==> src/rtl/ram_sweep_pkg.sv <==
// Shared types and helpers for the RAM sweep controller.
//   state_t   : controller FSM states (2-bit encoding)
//   ADDR_MAX  : last RAM address for the default 8-bit address width
//   cnt_width : bit width of a counter that must hold 0..period-1
package ram_sweep_pkg;

  typedef enum logic [1:0] {
    INIT  = 2'd0,
    WRITE = 2'd1,
    READ  = 2'd2,
    PAUSE = 2'd3
  } state_t;

  localparam int unsigned DEF_ADDR_W = 8;
  localparam int unsigned DEF_DATA_W = 8;
  localparam int unsigned ADDR_MAX   = (1 << DEF_ADDR_W) - 1;

  // Never below one bit so a degenerate period still yields a legal vector.
  function automatic int unsigned cnt_width(input int unsigned period);
    return (period < 2) ? 1 : $clog2(period);
  endfunction

endpackage

==> src/rtl/ram_sweep_ctrl_if.sv <==
// RAM-side bus of the sweep controller.
//   wren    : RAM write enable
//   rden    : RAM read enable
//   data_in : RAM write data
//   addr    : RAM address
// master drives the RAM, slave observes it (RAM model or monitor).
interface ram_sweep_ctrl_if #(
  parameter int unsigned ADDR_W = 8,
  parameter int unsigned DATA_W = 8
);

  logic              wren;
  logic              rden;
  logic [DATA_W-1:0] data_in;
  logic [ADDR_W-1:0] addr;

  modport master (output wren, rden, data_in, addr);
  modport slave  (input  wren, rden, data_in, addr);

endinterface

==> src/rtl/ram_sweep_ctrl_period_tick.sv <==
// Read-period counter: counts 0..READ_PERIOD-1 while enabled and wraps.
//   sys_clk, rst_n : clock, asynchronous active-low reset
//   en             : count enable; the count holds when low
//   clr            : synchronous clear, wins over en
//   tick           : high during the terminal-count cycle (en must be high)
module period_tick
  import ram_sweep_pkg::*;
#(
  parameter int unsigned READ_PERIOD = 10_000_000
) (
  input  logic sys_clk,
  input  logic rst_n,
  input  logic en,
  input  logic clr,
  output logic tick
);

  localparam int unsigned     CNT_W    = cnt_width(READ_PERIOD);
  localparam logic [CNT_W-1:0] CNT_LAST = CNT_W'(READ_PERIOD - 1);

  logic [CNT_W-1:0] cnt;

  // Decoded from the count so the address step lands on the same edge as the wrap.
  assign tick = en && (cnt == CNT_LAST);

  always_ff @(posedge sys_clk or negedge rst_n) begin
    if (!rst_n) begin
      cnt <= '0;
    end else if (clr) begin
      cnt <= '0;
    end else if (en) begin
      cnt <= tick ? '0 : cnt + CNT_W'(1);
    end
  end

endmodule

==> src/rtl/ram_sweep_ctrl.sv <==
// Fills a single-port RAM with addr ^ PATTERN_XOR after reset, then sweeps
// reads one address per READ_PERIOD cycles; key_flag toggles a pause.
//   sys_clk, rst_n : clock, asynchronous active-low reset
//   key_flag       : one-cycle touch-key pulse
//   ram            : RAM bus (wren, rden, data_in, addr), all registered
//   paused         : read sweep frozen
//   fill_done      : set from the first read cycle until reset
module ram_sweep_ctrl
  import ram_sweep_pkg::*;
#(
  parameter int unsigned       ADDR_W      = DEF_ADDR_W,
  parameter int unsigned       DATA_W      = DEF_DATA_W,
  parameter int unsigned       READ_PERIOD = 10_000_000,
  parameter logic [DATA_W-1:0] PATTERN_XOR = DATA_W'(8'h00)
) (
  input  logic                  sys_clk,
  input  logic                  rst_n,
  input  logic                  key_flag,
  ram_sweep_ctrl_if.master      ram,
  output logic                  paused,
  output logic                  fill_done
);

  localparam logic [ADDR_W-1:0] ADDR_LAST = '1;

  state_t            state;
  logic              tick;
  logic              cnt_en_c;
  logic              cnt_clr_c;
  logic [ADDR_W-1:0] addr_inc_c;

  // Count only while sweeping; hold through PAUSE, restart for each fill.
  assign cnt_en_c   = (state == READ);
  assign cnt_clr_c  = (state == INIT) || (state == WRITE);
  assign addr_inc_c = ram.addr + ADDR_W'(1);

  period_tick #(
    .READ_PERIOD (READ_PERIOD)
  ) u_period_tick (
    .sys_clk (sys_clk),
    .rst_n   (rst_n),
    .en      (cnt_en_c),
    .clr     (cnt_clr_c),
    .tick    (tick)
  );

  // Controller FSM with registered RAM-side and status outputs.
  always_ff @(posedge sys_clk or negedge rst_n) begin
    if (!rst_n) begin
      state       <= INIT;
      ram.wren    <= 1'b0;
      ram.rden    <= 1'b0;
      ram.addr    <= '0;
      ram.data_in <= '0;
      paused      <= 1'b0;
      fill_done   <= 1'b0;
    end else begin
      unique case (state)
        INIT: begin
          state       <= WRITE;
          ram.wren    <= 1'b1;
          ram.addr    <= '0;
          ram.data_in <= PATTERN_XOR;
        end
        WRITE: begin
          if (ram.addr == ADDR_LAST) begin
            // data_in keeps the last written word through the read sweep.
            state     <= READ;
            ram.wren  <= 1'b0;
            ram.rden  <= 1'b1;
            ram.addr  <= '0;
            fill_done <= 1'b1;
          end else begin
            ram.addr    <= addr_inc_c;
            ram.data_in <= DATA_W'(addr_inc_c) ^ PATTERN_XOR;
          end
        end
        READ: begin
          // A key on a terminal-count cycle still takes the address step.
          if (tick) begin
            ram.addr <= addr_inc_c;
          end
          if (key_flag) begin
            state  <= PAUSE;
            paused <= 1'b1;
          end
        end
        PAUSE: begin
          if (key_flag) begin
            state  <= READ;
            paused <= 1'b0;
          end
        end
      endcase
    end
  end

endmodule

==> src/flat_wrapper.sv <==
// flat-port wrapper written by rule: the top's interface ports become plain ports
module ram_sweep_ctrl_flat import ram_sweep_pkg::*;
#(
  parameter int unsigned       ADDR_W      = DEF_ADDR_W,
  parameter int unsigned       DATA_W      = DEF_DATA_W,
  parameter int unsigned       READ_PERIOD = 10_000_000,
  parameter logic [DATA_W-1:0] PATTERN_XOR = DATA_W'(8'h00)
)
  (sys_clk, rst_n, key_flag, paused, fill_done, ram_wren, ram_rden, ram_data_in, ram_addr);
  ram_sweep_ctrl_if #(.ADDR_W(ADDR_W), .DATA_W(DATA_W)) ram_i ();
  input  logic sys_clk;
  input  logic rst_n;
  input  logic key_flag;
  output logic paused;
  output logic fill_done;
  output wire logic [$bits(ram_i.wren)-1:0] ram_wren;
  output wire logic [$bits(ram_i.rden)-1:0] ram_rden;
  output wire logic [$bits(ram_i.data_in)-1:0] ram_data_in;
  output wire logic [$bits(ram_i.addr)-1:0] ram_addr;
  assign ram_wren = ram_i.wren;
  assign ram_rden = ram_i.rden;
  assign ram_data_in = ram_i.data_in;
  assign ram_addr = ram_i.addr;
  ram_sweep_ctrl #(.ADDR_W(ADDR_W), .DATA_W(DATA_W), .READ_PERIOD(READ_PERIOD), .PATTERN_XOR(PATTERN_XOR)) u_core (.sys_clk(sys_clk), .rst_n(rst_n), .key_flag(key_flag), .ram(ram_i), .paused(paused), .fill_done(fill_done));
endmodule
==> config.mk <==
export PLATFORM = sky130hd
export DESIGN_NAME = ram_sweep_ctrl_flat
export DESIGN_NICKNAME = d
export VERILOG_FILES = /design/src/rtl/ram_sweep_pkg.sv /design/src/rtl/ram_sweep_ctrl_if.sv /design/src/rtl/ram_sweep_ctrl_period_tick.sv /design/src/rtl/ram_sweep_ctrl.sv /design/src/flat_wrapper.sv
export SDC_FILE = /design/constraint.sdc
export NUM_CORES = 1
export LEC_CHECK = 0
export BUFFER_PORTS_ARGS = -buffer_cell sky130_fd_sc_hd__buf_2
export CAP_MARGIN = 15
export CORE_UTILIZATION = 59
export CTS_CLUSTER_SIZE = 24
export DETAILED_ROUTE_END_ITERATION = 6
export PLACE_DENSITY = 0.86
export SYNTH_ARGS = -nofsm -noshare
export SYNTH_HDL_FRONTEND = slang
export SYNTH_SLANG_ARGS = --single-unit
==> constraint.sdc <==
create_clock -name sys_clk -period 2.1 [get_ports sys_clk]
set_input_delay 0.42 -clock sys_clk [delete_from_list [all_inputs] [get_ports sys_clk]]
set_output_delay 0.42 -clock sys_clk [all_outputs]
set_load 0.02 [all_outputs]
# Yosys cells after proc, flatten, opt, wreduce, memory -nomap -nowiden
# Cells that the tools add are included.
# classes
n_reduce_logical	13
n_addsub	2
n_mux	17
n_eq_ne	10
# ops
operator	count
24-bit 2-to-1 mux	3
24-bit by 1-bit adder with 24-bit output, second input constant	1
24-bit equality test, second input constant	1
8-bit 2-to-1 mux	3
8-bit case mux with 3 select lines	1
8-bit case mux with 2 select lines	1
8-bit by 1-bit adder with 8-bit output, second input constant	1
8-bit equality test, second input constant	1
2-bit inequality test, second input constant	4
2-bit case mux with 4 select lines	1
2-bit AND reduction	4
2-bit 2-to-1 mux	3
3-bit AND reduction	2
2-bit nonzero test	3
2-bit equality test, second input constant	2
1-bit case mux with 2 select lines	2
1-bit 2-to-1 mux	3
3-bit nonzero test	1
2-bit by 1-bit equality test with 1-bit output, second input constant	1
2-bit zero test	1
2-bit by 1-bit inequality test with 1-bit output, second input constant	1
1-bit logical AND	1
1-bit logical OR	1
# word_totals
wordCells	49
reg_bits	45

# Logic depth before layout (Yosys ltp)
# logic_depth
depth_word	5
depth_mapped	10

# Hierarchy
# A second synthesis with hierarchy kept.
# unflattened
cells_unflattened	251
area_unflattened_um2	2401.1
# by_module_without_submodules
module	cells_per_inst	area_each_um2	n_inst	seq_area_each_um2
period_tick	139	1302.5	1	600.6
ram_sweep_ctrl	112	1098.6	1	525.5

# Worst setup path before layout
# OpenSTA, ideal clock, no wires.
# synth_path
path_type	register to register
startpoint	register u_core.ram.addr[0]
endpoint	register u_core.ram.data_in[4]
t_required_ns	2.034
n_path_buf	0
synth_period_minus_slack_ns	1.906
t_arrival_ns	1.840
slack_ns	0.194
setup_ns	0.066
stages_incl_launch_ff	6
cell_sequence	dfrtp_1 ha_1 nand3_2 or4_1 o21ai_2 a22o_1
# synth_between
elab_chain_cells	3
elab_cells_between_ends	6
# synth_lines
item	line_no	rtl
from (decl)	ram_sweep_ctrl_if.sv:17	modport master (output wren, rden, data_in, addr);
from (signal assigned)	ram_sweep_ctrl.sv:74	ram.addr <= addr_inc_c;
from (signal assigned)	ram_sweep_ctrl.sv:81	ram.addr <= addr_inc_c;
8-bit by 1-bit adder with 8-bit output / 8-bit equality test (equally long branches)	ram_sweep_ctrl.sv:35, ram_sweep_ctrl.sv:66	
8-bit 2-to-1 mux / 2-bit inequality test (equally long branches)	n/a	
8-bit case mux with 2 select lines / 2-bit AND reduction (equally long branches)	n/a	
to (signal assigned)	ram_sweep_ctrl.sv:75	ram.data_in <= DATA_W'(addr_inc_c) ^ PATTERN_XOR;
to (decl)	ram_sweep_ctrl_if.sv:17	
# Parallel ways exist; a longest one is shown, timed or not. The select of a mux whose other input is x is not followed.
# A chain may end at the register's enable or synchronous reset.

# Final worst setup path
# layout_path
startpoint	register u_core.state[0]
endpoint	register u_core.u_period_tick.cnt[23]
# layout_between
elab_chain_cells	5
elab_cells_between_ends	9
# layout_lines
item	line_no	rtl
from (decl)	ram_sweep_ctrl.sv:26	state_t state;
from (signal assigned)	ram_sweep_ctrl.sv:50	state <= INIT;
from (signal assigned)	ram_sweep_ctrl.sv:60	state <= WRITE;
from (signal assigned)	ram_sweep_ctrl.sv:68	state <= READ;
2-bit equality test	ram_sweep_ctrl.sv:33	assign cnt_en_c = (state == READ);
1-bit logical AND	ram_sweep_ctrl_period_tick.sv:24	assign tick = en && (cnt == CNT_LAST);
24-bit 2-to-1 mux	ram_sweep_ctrl_period_tick.sv:32	cnt <= tick ? '0 : cnt + CNT_W'(1);
24-bit 2-to-1 mux	ram_sweep_ctrl_period_tick.sv:31	end else if (en) begin
24-bit 2-to-1 mux	ram_sweep_ctrl_period_tick.sv:29	end else if (clr) begin
to (signal assigned)	ram_sweep_ctrl_period_tick.sv:32	
to (decl)	ram_sweep_ctrl_period_tick.sv:21	logic [CNT_W-1:0] cnt;
# Parallel ways exist; a longest one is shown, timed or not. The select of a mux whose other input is x is not followed.

==> run_results.csv <==
group,metric,value,unit
status,status,"finished clean",
place,placed_cells,344,
global_route,grt_usage,28.3,%
finish,syn2layout_area_growth,14.2,%
flow_run,maxCapViolCount,0,
die,dieArea,4530,sq um
drt,routedWlPerCell,16.8,um
global_route,grt_max_degree,41,
synth,synth_ff_type,"dfrtp_1",
drt,drt_pass1_iterations,5,
clocking,clkSinkCount,45,
timing,fmax,0.505,GHz
finish,n_fill_cell,308,
drt,post-route-drc-count,0,
clocking,path_clk_slew,90,ps
timing,relSlewSlack,55.6,%
power_and_ir_drop,peakVddDrop,0.474,mV
global_route,antenna_found_initial,0,
die,coreArea,4060,sq um
clocking,clockBufferDepth,2,
timing,worst_slew_pin_slew,666,ps
timing,fin_crit_sh,94.3,%
drt,drtIter0Drc,192,
drt,vias,2237,
worst_setup_path,slowest_stage,"dfrtp_1",
worst_setup_path,required,2290,ps
finish,antenna_cells,0,
die,rows,23,
clocking,cts.htree.levels,2,
timing,setup_violations,0,
synth,synth.distinct_cells,47,
global_route,grt_pass1_wl,9420,um
place,place_ws,119,ps
clocking,cts-buffers-inserted,5,
die,io_pins,23,
worst_setup_path,path_max_fanout,40,
finish,layout-drive-gt1-share,19.9,%
worst_setup_path,crit_path_end_kind,"register",
timing,worst_slack,120,ps
min_path,hold_path.class,"input pin to asynchronous set/reset pin",
timing,drv_slew,0,
finish,nets,310,
finish,multi_input_area,1290,sq um
clocking,cts_setup_buffers,0,
place,io_buffers,22,
synth,syn-cell-area,2520,sq um
clocking,clock_latency,310,ps
timing,finalCriticalPeriod,1980,ps
worst_setup_path,crit_path_cell_trace,"inv_1, ha_1, nor4bb_1, and3_1, a21boi_2, buf_12, a21o_1, a22o_1",
finish,seq_area,1130,sq um
worst_setup_path,slowest_delay,440,ps
synth,syn-num-nets,280,
synth,ys_ff_latch,45,
worst_setup_path,crit_type,"register to register",
place,dp_hpwl,4120,um
drt,ant_nets,0,
finish,final_area,2880,sq um
clocking,hold_buffers,0,
die,die_y,67.3,um
place,placed_area,2730,sq um
die,die_w,67.3,um
synth,synth_cells,271,
die,initial_core_util,62.1,%
power_and_ir_drop,power.leakage,1.29,nW
worst_setup_path,path_buf_inv,2,
clocking,cts-root-buf,"clkbuf_8",
finish,fin_cells,352,
drt,viasPerCell,6.36,
synth,yosysWarningCount,0,
power_and_ir_drop,total_power,1.58,mW
power_and_ir_drop,cellPowerDensity,551,nW/um^2
global_route,grt_pass1_vias,2008,
place,gp_congestion,0.898,
synth,seq_area_frac_synth,44.7,%
synth,synth_edf_count,0,
global_route,grt.overflow.total,0,
synth,syn_area_per_cell,9.29,sq um
worst_setup_path,critPathLaunchType,"register",
clocking,cts_tree,"yes",
drt,totalWireLength,5930,um
timing,final_hold_viol_count,0,
synth,synth-async-reset-ratio,100,%
finish,fin_util,70.9,%
worst_setup_path,critPathTopFamily,"simple AND/OR/NAND/NOR gates",
worst_setup_path,cp_data_arrival_time,2170,ps
timing,finClkSkew,5.30,ps
-- power breakdown --
| group | switching (mW) | total [mW] | internal (mW) |
|---|---|---|---|
| Sequential | 0 | 0.866 | 0.866 |
| Clock | 0.308 | 0.695 | 0.387 |
| Combinational | 0.0178 | 0.0219 | 0.00403 |
-- placed cells by master, fill, tap and decap left out, drive strengths merged, types with 3 or more instances in the layout --
master	count
a21o	3
a21oi	25
a22o	5
a31oi	12
a41oi	3
and2	3
and3	7
buf	37
clkbuf	6
dfrtp	45
ha	6
inv	12
mux2i	4
nand2	26
nand2b	9
nand3	18
nand4	11
nor2	11
nor3	6
o21ai	22
o31ai	3
xnor2	3
-- synthesized netlist by cell type (all sizes together), types with 3 or more instances --
| master | number | area share, % |
|---|---|---|
| a22o | 5 | 1.7 |
| inv | 12 | 1.8 |
| a41oi | 3 | 1.0 |
| a21o | 3 | 0.89 |
| xnor2 | 3 | 1.0 |
| o21ai | 22 | 4.5 |
| clkbuf | 3 | 0.45 |
| nand3 | 18 | 4.3 |
| and2 | 3 | 0.75 |
| o31ai | 3 | 1.4 |
| nor3 | 6 | 1.6 |
| buf | 11 | 3.0 |
| dfrtp | 45 | 45 |
| nand2 | 26 | 3.9 |
| mux2i | 4 | 1.6 |
| nor2 | 11 | 1.6 |
| a31oi | 12 | 3.0 |
| nand4 | 11 | 2.7 |
| a21oi | 25 | 5.0 |
| ha | 6 | 3.0 |
| and3 | 7 | 1.7 |
| nand2b | 9 | 2.2 |
-- flip-flops by register name, summed over array words and instances, names as in the netlist --
register,flops
u_core.u_period_tick.cnt,24
u_core.ram.addr,8
u_core.ram.rden,1
u_core.ram.wren,1
u_core.state,2
u_core.paused,1
u_core.ram.data_in,8
-- area by class of cell --
class                           count  area share, %
Timing Repair Buffer               37           8.18
Tap cell                           50           2.18
Multi-Input combinational cell    200           44.7
Clock inverter                      2           1.31
Sequential cell                    45           39.2
Clock buffer                        6           2.87
Inverter                           12           1.57
-- path summary, 6_finish.rpt --
path | cells after the start | from | slack (ps) | to
setup reg to reg | 8 | u_core.state[0] | 120 | u_core.u_period_tick.cnt[23]
hold / removal | 1 | rst_n | 140 | u_core.ram.rden
max in group asynchronous | 2 | rst_n | 1340 | u_core.u_period_tick.cnt[4]
setup / recovery | 8 | u_core.state[0] | 120 | u_core.u_period_tick.cnt[23]
min in group sys_clk | 2 | key_flag | 330 | u_core.paused
hold reg to reg | 2 | u_core.ram.data_in[0] | 480 | u_core.ram.data_in[0]
-- metal layers --
layer,GRT usage [%],vias to the layer above,wire (um)
li1,-,1053,-
met1,38.0,1068,2590
met2,43.9,104,2810
met3,8.11,12,441
met4,9.31,0,90
met5,0,-,0
-- what timing repair did --
item	4_1_cts	5_1_grt
gates resized for setup	0	5
hold endpoints to repair	0	0
setup endpoints to repair	0	14
-- worst reg2reg max path: stages (launching register included) --
cell      delay, ps
dfrtp_1         440
inv_1           110
ha_1            170
nor4bb_1        230
and3_1          250
a21boi_2         90
buf_12          180
a21o_1          160
a22o_1          220
-- logic make-up after synthesis --
kind of cell | after synthesis | synth area share, %
simple gates | 102 | 22.8
buf+inv | 26 | 5.27
compound gates | 82 | 20.5
mux | 5 | 2.04
xor+xnor | 5 | 1.74
flops | 45 | 44.7
fa+ha+maj | 6 | 2.98
-- stage by stage --
| stage | hold slack (ps) | TNS, ps |
|---|---|---|
| 2_1_floorplan | 124 | 0 |
| 3_3_place_gp | 459 | 0 |
| 3_5_place_dp | 465 | 0 |
| 4_1_cts | 164 | 0 |
| 5_1_grt | 203 | -4.83 |
| 6_report | 139 | 0 |
Power figures use the tool's default switching activity.
